===== src/rtl/calc_seq_core.sv =====
// Strobe-driven 8-bit calculator: A, B, opcode entry, one-cycle ALU ops and an optional shift-add multiplier.
// Optional feature: define CALC_MUL_EN to build the 8-cycle multiplier for op 101.
module calc_seq_core (
  input  logic       clk,
  input  logic       rst_n,
  input  logic       ena,
  input  logic [7:0] ui_in,
  input  logic [7:0] uio_in,
  output logic [7:0] uo_out,
  output logic [7:0] uio_out,
  output logic [7:0] uio_oe
);

  typedef enum logic [2:0] {
    WAIT_A  = 3'd0,
    WAIT_B  = 3'd1,
    WAIT_OP = 3'd2,
    EXEC    = 3'd3,
    DONE    = 3'd4
  } state_t;

  state_t      state_r;
  logic        sync1_r, sync2_r, prev_r, armed_r;
  logic [1:0]  fill_r;
  logic [7:0]  a_r, b_r, res_r;
  logic [2:0]  op_r;
  logic        err_r, carry_r, zero_r, busy_r, valid_r;
  logic        stb_s, clr_s, mul_last_s, alu_carry_s, alu_err_s;
  logic [7:0]  alu_res_s;
  logic        unused_s;

`ifdef CALC_MUL_EN
  logic [15:0] acc_r, acc_nxt_s;
  logic [2:0]  cnt_r;
`endif

  // Strobe synchronizer and edge detector; runs regardless of ena so frozen strobes are dropped.
  // armed_r blocks an edge until a real 0 has been sampled, so a pin held high through reset never fires.
  always_ff @(posedge clk or negedge rst_n) begin
    if (!rst_n) begin
      sync1_r <= 1'b0;
      sync2_r <= 1'b0;
      prev_r  <= 1'b0;
      fill_r  <= 2'b00;
      armed_r <= 1'b0;
    end else begin
      sync1_r <= uio_in[0];
      sync2_r <= sync1_r;
      prev_r  <= sync2_r;
      fill_r  <= {fill_r[0], 1'b1};
      if (fill_r[1] && !sync2_r) begin
        armed_r <= 1'b1;
      end
    end
  end

  assign stb_s    = sync2_r & ~prev_r & armed_r;
  assign clr_s    = uio_in[1];
  assign unused_s = ^uio_in[7:2];

  // Result, flags and completion condition for the current EXEC cycle.
  always_comb begin
    alu_res_s   = 8'd0;
    alu_carry_s = 1'b0;
    alu_err_s   = 1'b0;
    mul_last_s  = 1'b1;
`ifdef CALC_MUL_EN
    acc_nxt_s   = acc_r;
`endif
    case (op_r)
      3'd0: {alu_carry_s, alu_res_s} = {1'b0, a_r} + {1'b0, b_r};
      3'd1: begin
        alu_res_s   = a_r - b_r;
        alu_carry_s = (a_r < b_r);
      end
      3'd2: alu_res_s = a_r & b_r;
      3'd3: alu_res_s = a_r | b_r;
      3'd4: alu_res_s = a_r ^ b_r;
      3'd5: begin
`ifdef CALC_MUL_EN
        if (b_r[cnt_r]) begin
          acc_nxt_s = acc_r + ({8'd0, a_r} << cnt_r);
        end else begin
          acc_nxt_s = acc_r;
        end
        alu_res_s   = acc_nxt_s[7:0];
        alu_carry_s = |acc_nxt_s[15:8];
        mul_last_s  = (cnt_r == 3'd7);
`else
        alu_err_s = 1'b1;
`endif
      end
      3'd6: alu_res_s = a_r << b_r[2:0];
      3'd7: alu_res_s = a_r >> b_r[2:0];
      default: alu_res_s = 8'd0;
    endcase
  end

`ifdef CALC_MUL_EN
  // Multiply accumulator and bit counter; idle at zero outside EXEC.
  always_ff @(posedge clk or negedge rst_n) begin
    if (!rst_n) begin
      acc_r <= 16'd0;
      cnt_r <= 3'd0;
    end else if (ena) begin
      if (clr_s || state_r != EXEC) begin
        acc_r <= 16'd0;
        cnt_r <= 3'd0;
      end else if (op_r == 3'd5) begin
        acc_r <= acc_nxt_s;
        cnt_r <= cnt_r + 3'd1;
      end
    end
  end
`endif

  // Entry/execute sequencer with registered result and flag outputs; clear wins over strobe.
  always_ff @(posedge clk or negedge rst_n) begin
    if (!rst_n) begin
      state_r <= WAIT_A;
      a_r     <= 8'd0;
      b_r     <= 8'd0;
      op_r    <= 3'd0;
      res_r   <= 8'd0;
      err_r   <= 1'b0;
      carry_r <= 1'b0;
      zero_r  <= 1'b0;
      busy_r  <= 1'b0;
      valid_r <= 1'b0;
    end else if (ena) begin
      if (clr_s) begin
        state_r <= WAIT_A;
        res_r   <= 8'd0;
        err_r   <= 1'b0;
        carry_r <= 1'b0;
        zero_r  <= 1'b0;
        busy_r  <= 1'b0;
        valid_r <= 1'b0;
      end else begin
        case (state_r)
          WAIT_A: if (stb_s) begin
            a_r     <= ui_in;
            state_r <= WAIT_B;
          end
          WAIT_B: if (stb_s) begin
            b_r     <= ui_in;
            state_r <= WAIT_OP;
          end
          WAIT_OP: if (stb_s) begin
            op_r    <= ui_in[2:0];
            busy_r  <= 1'b1;
            state_r <= EXEC;
          end
          EXEC: if (mul_last_s) begin
            res_r   <= alu_res_s;
            carry_r <= alu_carry_s;
            err_r   <= alu_err_s;
            zero_r  <= (alu_res_s == 8'd0);
            valid_r <= 1'b1;
            busy_r  <= 1'b0;
            state_r <= DONE;
          end
          DONE: if (stb_s) begin
            valid_r <= 1'b0;
            a_r     <= ui_in;
            state_r <= WAIT_B;
          end
          default: state_r <= WAIT_A;
        endcase
      end
    end
  end

  assign uo_out  = res_r;
  assign uio_out = {valid_r, busy_r, zero_r, carry_r, err_r, 3'b000};
  assign uio_oe  = 8'hF8;

endmodule


===== config.mk =====
export PLATFORM = sky130hd
export DESIGN_NAME = calc_seq_core
export DESIGN_NICKNAME = d
export VERILOG_FILES = /design/src/rtl/calc_seq_core.sv
export SDC_FILE = /design/constraint.sdc
export NUM_CORES = 1
export LEC_CHECK = 0
export BUFFER_PORTS_ARGS = -buffer_cell sky130_fd_sc_hd__buf_2
export CORE_AREA = 3 3 83 85
export CTS_CLUSTER_SIZE = 24
export DETAILED_ROUTE_END_ITERATION = 16
export DIE_AREA = 0 0 86 88
export PLACE_DENSITY = 0.75
export SYNTH_ARGS = -nofsm -noshare
export SYNTH_HDL_FRONTEND = slang
export SYNTH_SLANG_ARGS = --single-unit

===== constraint.sdc =====
create_clock -name clk -period 3.25 [get_ports clk]
set_clock_uncertainty 0.1 [all_clocks]
set_input_delay 0.325 -clock clk [delete_from_list [all_inputs] [get_ports clk]]
set_output_delay 0.325 -clock clk [all_outputs]
set_load 0.005 [all_outputs]

Yosys cells after proc, flatten, opt, wreduce, memory -nomap -nowiden
Index checks and enable logic that the tools add are counted.
{"block": "classes", "shifts": 2, "n_reduce_logical": 16, "eq_ne": 15, "magnitude_cmp": 1, "addsub": 2, "n_mux": 22, "n_bitwise": 7}
{"op": "case mux 8 bit (7 select lines)", "n": 1}
{"op": "2-to-1 mux 8 bit", "n": 2}
{"op": "AND reduction 4 bit", "n": 4}
{"op": "equality test 3 bit, second input constant", "n": 5}
{"op": "equality test 3 x 2 -> 1 bit, second input constant", "n": 4}
{"op": "2-to-1 mux 3 bit", "n": 4}
{"op": "case mux 3 bit (4 select lines)", "n": 1}
{"op": "2-to-1 mux 1 bit", "n": 11}
{"op": "adder 8 x 8 -> 9 bit", "n": 1}
{"op": "!= test 3 bit, second input constant", "n": 3}
{"op": "AND 8 bit", "n": 1}
{"op": "zero test 8 bit", "n": 1}
{"op": "< comparator 8 bit", "n": 1}
{"op": "OR 8 bit", "n": 1}
{"op": "left shift 8 x 3 -> 8 bit", "n": 1}
{"op": "right shift 8 x 3 -> 8 bit", "n": 1}
{"op": "subtractor 8 bit", "n": 1}
{"op": "XOR 8 bit", "n": 1}
{"op": "equality test 3 x 1 -> 1 bit, second input constant", "n": 2}
{"op": "zero test 3 bit", "n": 2}
{"op": "case mux 1 bit (2 select lines)", "n": 3}
{"op": "AND reduction 3 bit", "n": 2}
{"op": "nonzero test 3 bit", "n": 2}
{"op": "!= test 3 x 1 -> 1 bit, second input constant", "n": 1}
{"op": "other kinds (7)", "n": 9}
{"block": "totals", "reg_bits": 41, "output_inout_bits": 24, "wordCells": 80}

Longest topological paths before layout
Gate-level depths: netlist of the first run.
{"block": "logic_depth", "ltp_word": 6, "mapped_depth": 11, "depth_no_buf": 10}

Worst setup path before layout of the first run
No wires, ideal clock.
{"block": "synth_path", "path_kind": "register to register", "from": "reg b_r[1]", "to": "reg zero_r", "n_path_buf": 2, "path_stages_with_launch": 12, "arrival_time_ps": 2744, "setup_time_ps": 104, "period_less_slack_ps": 2948, "path_slack_ps": 302, "path_cell_list": "dfrtp_1 -> buf_2 -> buf_2 -> inv_1 -> ha_1 -> o21ba_2 -> or4_4 -> a31oi_1 -> xor2_1 -> o21ai_1 -> o211a_1 -> o41ai_2"}
{"block": "synth_via", "elab_chain_cells": 5, "elab_cells_between_ends": 11, "classes_between": "add/sub: 2; shift: 2; mux: 3; bitwise: 3; reduce/logical: 1"}
{"element": "start, declared", "line": "25", "text": "logic [7:0] a_r, b_r, res_r;"}
{"element": "start signal, assigned", "line": "146", "text": "b_r <= ui_in;"}
{"element": "subtractor 8 bit, or another cell as far along", "line": "73", "text": "alu_res_s = a_r - b_r;"}
{"element": "case mux 8 bit (7 select lines) (*)", "line": "70", "text": "case (op_r)"}
{"element": "zero test 8 bit (*)", "line": "158", "text": "zero_r <= (alu_res_s == 8'd0);"}
{"element": "2-to-1 mux 1 bit (*)", "line": "140", "text": "case (state_r)"}
{"element": "2-to-1 mux 1 bit (*)", "line": "131", "text": "if (clr_s) begin"}
{"element": "end signal, assigned", "line": "158"}
{"element": "end, declared", "line": "27", "text": "logic err_r, carry_r, zero_r, busy_r, valid_r;"}
Mark *: on every way between the ends. The rest lies on a longest branch, timed or not. The select of a mux whose other input is x is not followed.
A chain may end at the register's enable or synchronous reset.

Worst setup path after layout of the first run
{"block": "layout_path", "from": "reg a_r[1]", "to": "reg zero_r"}
{"block": "layout_via", "elab_chain_cells": 5, "elab_cells_between_ends": 11, "classes_between": "add/sub: 2; shift: 2; mux: 3; bitwise: 3; reduce/logical: 1"}
{"element": "start, declared", "line": "25"}
{"element": "start signal, assigned", "line": "142", "text": "a_r <= ui_in;"}
{"element": "start signal, assigned", "line": "165", "text": "a_r <= ui_in;"}
{"element": "subtractor 8 bit, or another cell as far along", "line": "73"}
{"element": "case mux 8 bit (7 select lines) (*)", "line": "70"}
{"element": "zero test 8 bit (*)", "line": "158"}
{"element": "2-to-1 mux 1 bit (*)", "line": "140"}
{"element": "2-to-1 mux 1 bit (*)", "line": "131"}
Marked as above.

==> results by group, run 1 <==
Synthesis
  – Main synth FF type: dfrtp_1
  – Unique cell type count in the Yosys netlist: 63
  – Syn avg cell area: 9.03 um2
  – Sequential share of the synthesized area: 0.302
  – Fraction of registers with async set/reset: 1.00
  – Synthesized area: 0.00340 mm2
  – Ys Warns: 0
  – Post-synth EDFFs: 0
  – Synth Register Bits: approximately 40
  – Syn Inst Count: 376

Global routing
  – Vias in the first global route: 2582
  – Met2 Usage GRT: 0.338
  – M3 GR Usage: 0.0499
  – Tot GR Track Use: 0.217
  – Busiest layer in global routing: met2
  – Initial antenna violation count: 0
  – Largest net degree at the start of global routing: 42
  – Met1 Use GR: 0.301
  – GR Overflow Total: 0
  – First-pass GRT wire length: 12.9 mm

Drt
  – Remaining antenna violation count: 0
  – Initial drt markers: 177
  – Vias post-DR: 2861
  – DR vias/cell: 6.15
  – First drt pass iteration count: 5
  – DRT Wirelength: 7.94 mm
  – Detailed-route DRC error count: 0
  – Avg WL per Cell: 17.1 um

Layout
  – ANT cells: 0
  – Synthesis-to-finish area growth: 5.71%
  – # fillers: 559
  – Fin area: 0.00359 mm2
  – Share of post-route cells with drive strength above 1: 0.155
  – Multi-input gate area: 0.00207 mm2
  – Storage cell area: 0.00103 mm2
  – Nets: 433
  – Post-Layout Cell Count: 465

Die
  – Top Ports: 43
  – Chip Width: 86 um
  – Die Span Y: 88 um
  – Core box area: 0.00628 mm2
  – Initial core utilization: 0.541
  – FP Rows: 29
  – Die area: around 0.0076 mm2

Timing
  – Tcrit/Tclk final: 0.894
  – Min Tclk post-route: 2.90 ns
  – Fin. max-slew vios: 0
  – Unrepaired setup endpoints after global routing: no
  – Worst setup margin: 0.345 ns
  – Worst hold slack: approximately 0.022 ns
  – Max Clk Rate: around 340 MHz
  – Setup-failing EPs final: 0
  – TNS Setup: 0 ns
  – Fin. Hold Viols: 0
  – Worst slew pin tran: 1.08 ns
  – Headroom to the max-slew limit: 0.269

Setup path
  – Critical Path End Type: flop
  – Worst Path Required: 3.35 ns
  – Setup Crit Path Kind: flop to flop
  – Startpoint types: flop
  – CP arrival: 3.01 ns
  – Critical Path Fanout Max: 11

Clocking
  – CTS tree: yes
  – Root Buffer: clkbuf_8
  – Post-CTS Setup Inserts: 0
  – Reg clk slew, reported paths: 0.09 ns
  – Max clock buf depth: 2
  – H-tree depth: 2
  – CTS Sinks: 41
  – Hold Buf Count CTS: 0
  – PostCTS Resize Cnt: 0
  – CTS buffer count: 5
  – Worst skew pair latency: about 0.30 ns

Placed design
  – GP Congestion: 1.01
  – Post-DP HPWL: slightly below 6 mm
  – Dpl cells: 457
  – Post-DP Area: 0.00349 mm2
  – Pre-CTS WS: 0.359 ns
  – Buffers on Ports: 25

Pwr
  – Power share of the clock group: 0.108
  – Seq pwr share: 0.238
  – Int Pwr: between 1.5 and 2 mW
  – NetSw: 1.71 mW
  – Pleak: 1.66 nW
  – Switching Fraction: 0.478
  – PD cells: 999 mW/mm2
  – Comb power frac: 0.654
  – Max rail drop VDD: 0.591 mV

Job
  – Max-capacitance violation count: 0

Outcome
  – Status: finished, final reports clean

Hold path
  – HP Class: input pin to flop
-- cells in the final DEF (no fill, tap or decap), types with 4 or more instances in the layout --
master    instances
mux2_2            6
o21ai_0          35
and3_1            4
o211ai_1          4
nor3_1            7
buf_2            25
mux4_1            4
inv_1            28
a211oi_1          5
nand3_1           4
clkbuf_8          7
a21oi_1          14
a22o_1            5
buf_4             8
nor2b_1           8
dfrtp_1          41
mux2i_1           8
nor2_1           15
o32ai_1           5
a22oi_1           5
a31oi_1           4
ha_1             25
mux4_2            4
xnor2_1           4
nand2_1          40
o22ai_1           5
conb_1           12
-- cell families (layout without fill, tap and decap cells) --
family / Yosys count / in the layout / synth area share
AO/OA/AOI/OAI: 113 / 113 / 0.227
XOR/XNOR: 6 / 6 / 0.0155
adder cells (fa/ha/maj): 27 / 27 / 0.104
buffers and inverters: 67 / 69 / 0.0987
flip-flops: 41 / 41 / 0.302
multiplexers: 22 / 22 / 0.101
other: 2 / 12 / 0.00221
AND/OR/NAND/NOR: 98 / 98 / 0.150
-- cells in the mapped netlist, types with 7 or more instances --
cell	count	area (um2)
ha_1	25	313
nor2b_1	8	50.1
buf_2	7	35.0
buf_4	16	120
clkbuf_1	13	48.8
a21oi_1	14	70.1
o21ai_0	35	175
nand2_1	40	150
nor3_1	7	35.0
mux2i_1	8	80.1
inv_1	28	105
dfrtp_1	41	1030
nor2_1	15	56.3
-- critical path, cell delays in order, from the launching register on --
cell and delay [ns]:
dfrtp_1 0.56, inv_1 0.16, ha_1 0.35, o21ba_2 0.22, or4_4 0.42, a31oi_1 0.18, xor2_1 0.22, o21ai_1 0.08
o211a_1 0.26, o41ai_2 0.26
-- area by class of cell --
| class | instances | share of cell area |
|---|---|---|
| timing repair buffer | 33 | 0.0516 |
| tap | 77 | 0.0268 |
| inverter | 28 | 0.0293 |
| clock buffer | 7 | 0.0268 |
| multi-input combinational | 278 | 0.577 |
| clock inverter | 1 | 0.00244 |
| sequential | 41 | 0.286 |
-- sequential cells by signal, summed over array words and instances (netlist names) --
signal,count
a_r,8
armed_r,1
b_r,8
busy_r,1
carry_r,1
err_r,1
fill_r,2
op_r,3
prev_r,1
state_r,3
sync1_r,1
sync2_r,1
uo_out,8
valid_r,1
zero_r,1
-- routing by layer --
metal,up-vias,share of wire
li1,1353,-
met1,1372,0.43
met2,117,0.46
met3,19,0.085
met4,0,0.024
met5,-,0
-- metrics by stage --
stage               total power, mW  utilization
global route                   3.88        0.572
CTS                            3.56        0.572
detailed placement             3.16        0.555
finish                         3.59        0.572
global placement               3.11        0.555
floorplan                      2.63            -
-- power by group through the flow --
stage          registers [mW]  logic [mW]  clock network (mW)
2_1_floorplan           0.774        1.86                   0
3_3_place_gp            0.848        2.26                   0
3_5_place_dp            0.859        2.30                   0
4_1_cts                 0.848        2.31               0.400
5_1_grt                 0.881        2.58               0.418
6_report                0.855        2.35               0.386
-- final timing paths --
check	from	slack [ns]	cells after the start	end
worst max-delay path	a_r[1]	0.35	9	zero_r
worst min-delay path	uio_in[0]	0.02	1	sync1_r
worst max register to register	a_r[1]	0.35	9	zero_r
worst min register to register	sync1_r	0.26	0	sync2_r
max in group asynchronous	rst_n	2.46	1	op_r[1]
min in group asynchronous	rst_n	0.04	1	uo_out[6]
No activity file was read; power rests on OpenSTA's default activity.
==> inputs of run 2 (changes only) <==
- ABC_AREA: not set -> 1
- CELL_PAD_IN_SITES_DETAIL_PLACEMENT: not set -> 1
- CELL_PAD_IN_SITES_GLOBAL_PLACEMENT: not set -> 1
- CORE_AREA: 3 3 83 85 -> 3 3 95 97
- DIE_AREA: 0 0 86 88 -> 0 0 98 100
- PLACE_DENSITY: 0.75 -> not set
- PLACE_DENSITY_LB_ADDON: not set -> 0.1
==> run 2 against run 1 <==
Combinational power is 8% lower. Die area is 29% higher. Highest routed layer unchanged. Largest power group unchanged. Non-clock buffer count is 5 lower. Largest cell class unchanged. Routed wire length is 26% higher. Clock power is 7.5% higher. Area after synthesis is 1.7% higher. Flip-flop and latch count stayed put. First-iteration DRC count is 33% lower. Design area is 2.4% higher. Register-to-register slack better by 0.33 ns.
==> results by group, run 2 <==
Outcome
  – Status: finished, final reports clean

Hold path
  – Hold wc startpoint: uio_in[0]
  – Hold Crit Depth: 1
  – WHS Endpoint: sync1_r
  – HP Class: input pin to flop

Synthesis
  – Unique cell type count in the Yosys netlist: 28
  – Sequential share of the synthesized area: 0.297
  – Most common cell in the netlist: nand2_1
  – Largest cells by area after synthesis: dfrtp_1, nand2_1, nand3_1
  – Fraction of registers with async set/reset: 1.00
  – Syn Inst Count: 525
  – Synthesized area: 0.00345 mm2
  – Main synth FF type: dfrtp_1
  – Synth Register Bits: 41
  – Syn avg cell area: between 6 and 7 um2
  – Yosys top cell area share: 0.297
  – Post-synth EDFFs: 0
  – Top post-synthesis cells by count: nand2_1, nand3_1, inv_1
  – Ys Warns: 0
  – Post-synth top area cell: dfrtp_1

Clocking
  – Reg clk slew, reported paths: ~0.090 ns
  – Worst skew pair latency: 0.30 ns
  – H-tree depth: 2
  – Root Buffer: clkbuf_8
  – PostCTS Resize Cnt: 0
  – Max clock buf depth: 2
  – CTS tree: yes
  – Post-CTS Setup Inserts: 0
  – CTS Sinks: 41
  – CTS buffer count: 5
  – Hold Buf Count CTS: 0

Layout
  – Fin area: 0.00368 mm2
  – Highest-count cells in the layout ignoring fill and taps: nand2_1, nand3_1, inv_1, nor2_1, dfrtp_1
  – Nets: 586
  – # fillers: between 1000 and 1500
  – Commonest non-fill, non-tap cell in the layout: nand2_1
  – Share of post-route cells with drive strength above 1: 0.104
  – ANT cells: 0
  – Post-Layout Cell Count: 646
  – Synthesis-to-finish area growth: 6.41%

Job
  – Max-capacitance violation count: 0

Global routing
  – Largest net degree at the start of global routing: 42
  – GR Overflow Total: 0
  – Tot GR Track Use: 0.213
  – First-pass GRT wire length: 16.8 mm
  – Vias in the first global route: 3402
  – Initial antenna violation count: 0

Timing
  – Max Clk Rate: 389 MHz
  – Worst setup margin: 0.676 ns
  – Unrepaired setup endpoints after global routing: no
  – Worst slew pin tran: 0.918 ns
  – Setup-failing EPs final: 0
  – Headroom to the max-slew limit: 0.388
  – Tcrit/Tclk final: 0.792
  – Fin. max-slew vios: 0
  – Fin. Hold Viols: 0
  – TNS Setup: 0 ns
  – Min Tclk post-route: 2.57 ns

Pwr
  – Comb power frac: 0.626
  – Int Pwr: 1.58 mW
  – Max rail drop VDD: ~0.34 mV
  – Power share of the clock group: 0.120
  – PD cells: 938 mW/mm2
  – Seq pwr share: 0.253
  – Pleak: approximately 2 nW
  – Switching Fraction: 0.543
  – NetSw: 1.87 mW

Setup path
  – Critical Path Fanout Max: 15
  – R2R depth: 11
  – R2R Setup Slk: roughly 0.68 ns
  – Worst r2r src: b_r[0]
  – Cell Chain, Critical Path: ha_1 > fa_1 > inv_1 > nor2_1 > nor2_1 > nand2_1 > nor2_1 > nand3_1 > nor2_1 > nand3_1 > nand2_1
  – Most frequent CP cell: nor2_1
  – Slowest cell delay on critical path: 0.68 ns
  – Worst Path Required: 3.39 ns
  – Critical Path End Type: flop
  – Startpoint types: flop
  – R2r endpoint: zero_r
  – Setup Crit Path Kind: flop to flop
  – CP max stage cell: dfrtp_1
  – CP arrival: ~2.7 ns

Die
  – Chip Width: 98 um
  – Top Ports: 43
  – Initial core utilization: 0.420
  – FP Rows: 33
  – Die Span Y: 100 um
  – Core box area: 0.00822 mm2
  – Die area: 0.00980 mm2

Drt
  – Initial drt markers: 118
  – Remaining antenna violation count: 0
  – First drt pass iteration count: 4
  – Vias post-DR: between 3000 and 4000
  – DR vias/cell: about 5
  – Detailed-route DRC error count: 0
  – Avg WL per Cell: 15.4 um
  – DRT Wirelength: between 9 and 10 mm

Placed design
  – Post-DP Area: 0.00356 mm2
  – Pre-CTS WS: 0.672 ns
  – Buffers on Ports: 25
  – Dpl cells: 638
  – Post-DP HPWL: 8.01 mm
  – GP Congestion: 0.902
## run 2: final cells by class
| type | count | area (um2) | share of cell area |
|---|---|---|---|
| flip-flops and latches | 41 | 1030 | 0.279 |
| repair buffers | 28 | 148 | 0.0402 |
| multi-input cells | 391 | 1990 | 0.540 |
| well taps | 105 | 131 | 0.0357 |
| clock inverters | 2 | 38.8 | 0.0106 |
| inverters | 73 | 274 | 0.0745 |
| clock buffers | 6 | 72.6 | 0.0197 |
## run 2: kinds of logic (layout without fill, tap and decap cells)
group                      count (synthesis)  count (layout)  synth area share
other                                      2              12           0.00217
buffers and inverters                    103             109             0.139
and+or+nand+nor                          289             289             0.364
DFF                                       41              41             0.297
AOI/OAI and AO/OA                         63              63            0.0960
adders and majority gates                 27              27             0.102
## run 2: through the flow
| stage | utilization | total power, mW | hold WS (ns) |
|---|---|---|---|
| after floorplan | - | 2.43 | -0.0706 |
| after global placement | 0.434 | 2.96 | 0.237 |
| after detailed placement | 0.434 | 3.04 | 0.238 |
| after CTS | 0.447 | 3.47 | 0.0215 |
| after global routing | 0.447 | 3.84 | 0.0166 |
| final | 0.447 | 3.45 | 0.0300 |
## run 2: worst max path at each step
| stage | start | end |
|---|---|---|
| 2_1_floorplan | b_r[1] | uo_out[7] |
| 3_3_place_gp | b_r[0] | zero_r |
| 3_5_place_dp | b_r[0] | zero_r |
| 4_1_cts | b_r[0] | zero_r |
| 5_1_grt | b_r[0] | zero_r |
| 6_report | b_r[0] | zero_r |
## run 2: routing by layer
layer,global-route usage,vias up,wire (um)
li1,-,1669,-
met1,0.292,1574,4830
met2,0.362,49,4760
met3,0.0243,10,292
met4,0.0458,0,93
met5,0,-,0
## run 2: power by group through the flow
stage / clock network [mW] / logic [mW] / registers, mW
2_1_floorplan: 0 / 1.66 / 0.770
3_3_place_gp: 0 / 2.08 / 0.874
3_5_place_dp: 0 / 2.15 / 0.882
4_1_cts: 0.427 / 2.17 / 0.874
5_1_grt: 0.443 / 2.49 / 0.904
6_report: 0.415 / 2.16 / 0.874
## run 2: critical path, delay by kind of cell (launching register included)
family / cells / cell delay (ns)
flops: 1 / 0.68
buf+inv: 1 / 0.06
fa+ha+maj: 2 / 0.84
simple gates: 8 / 0.84
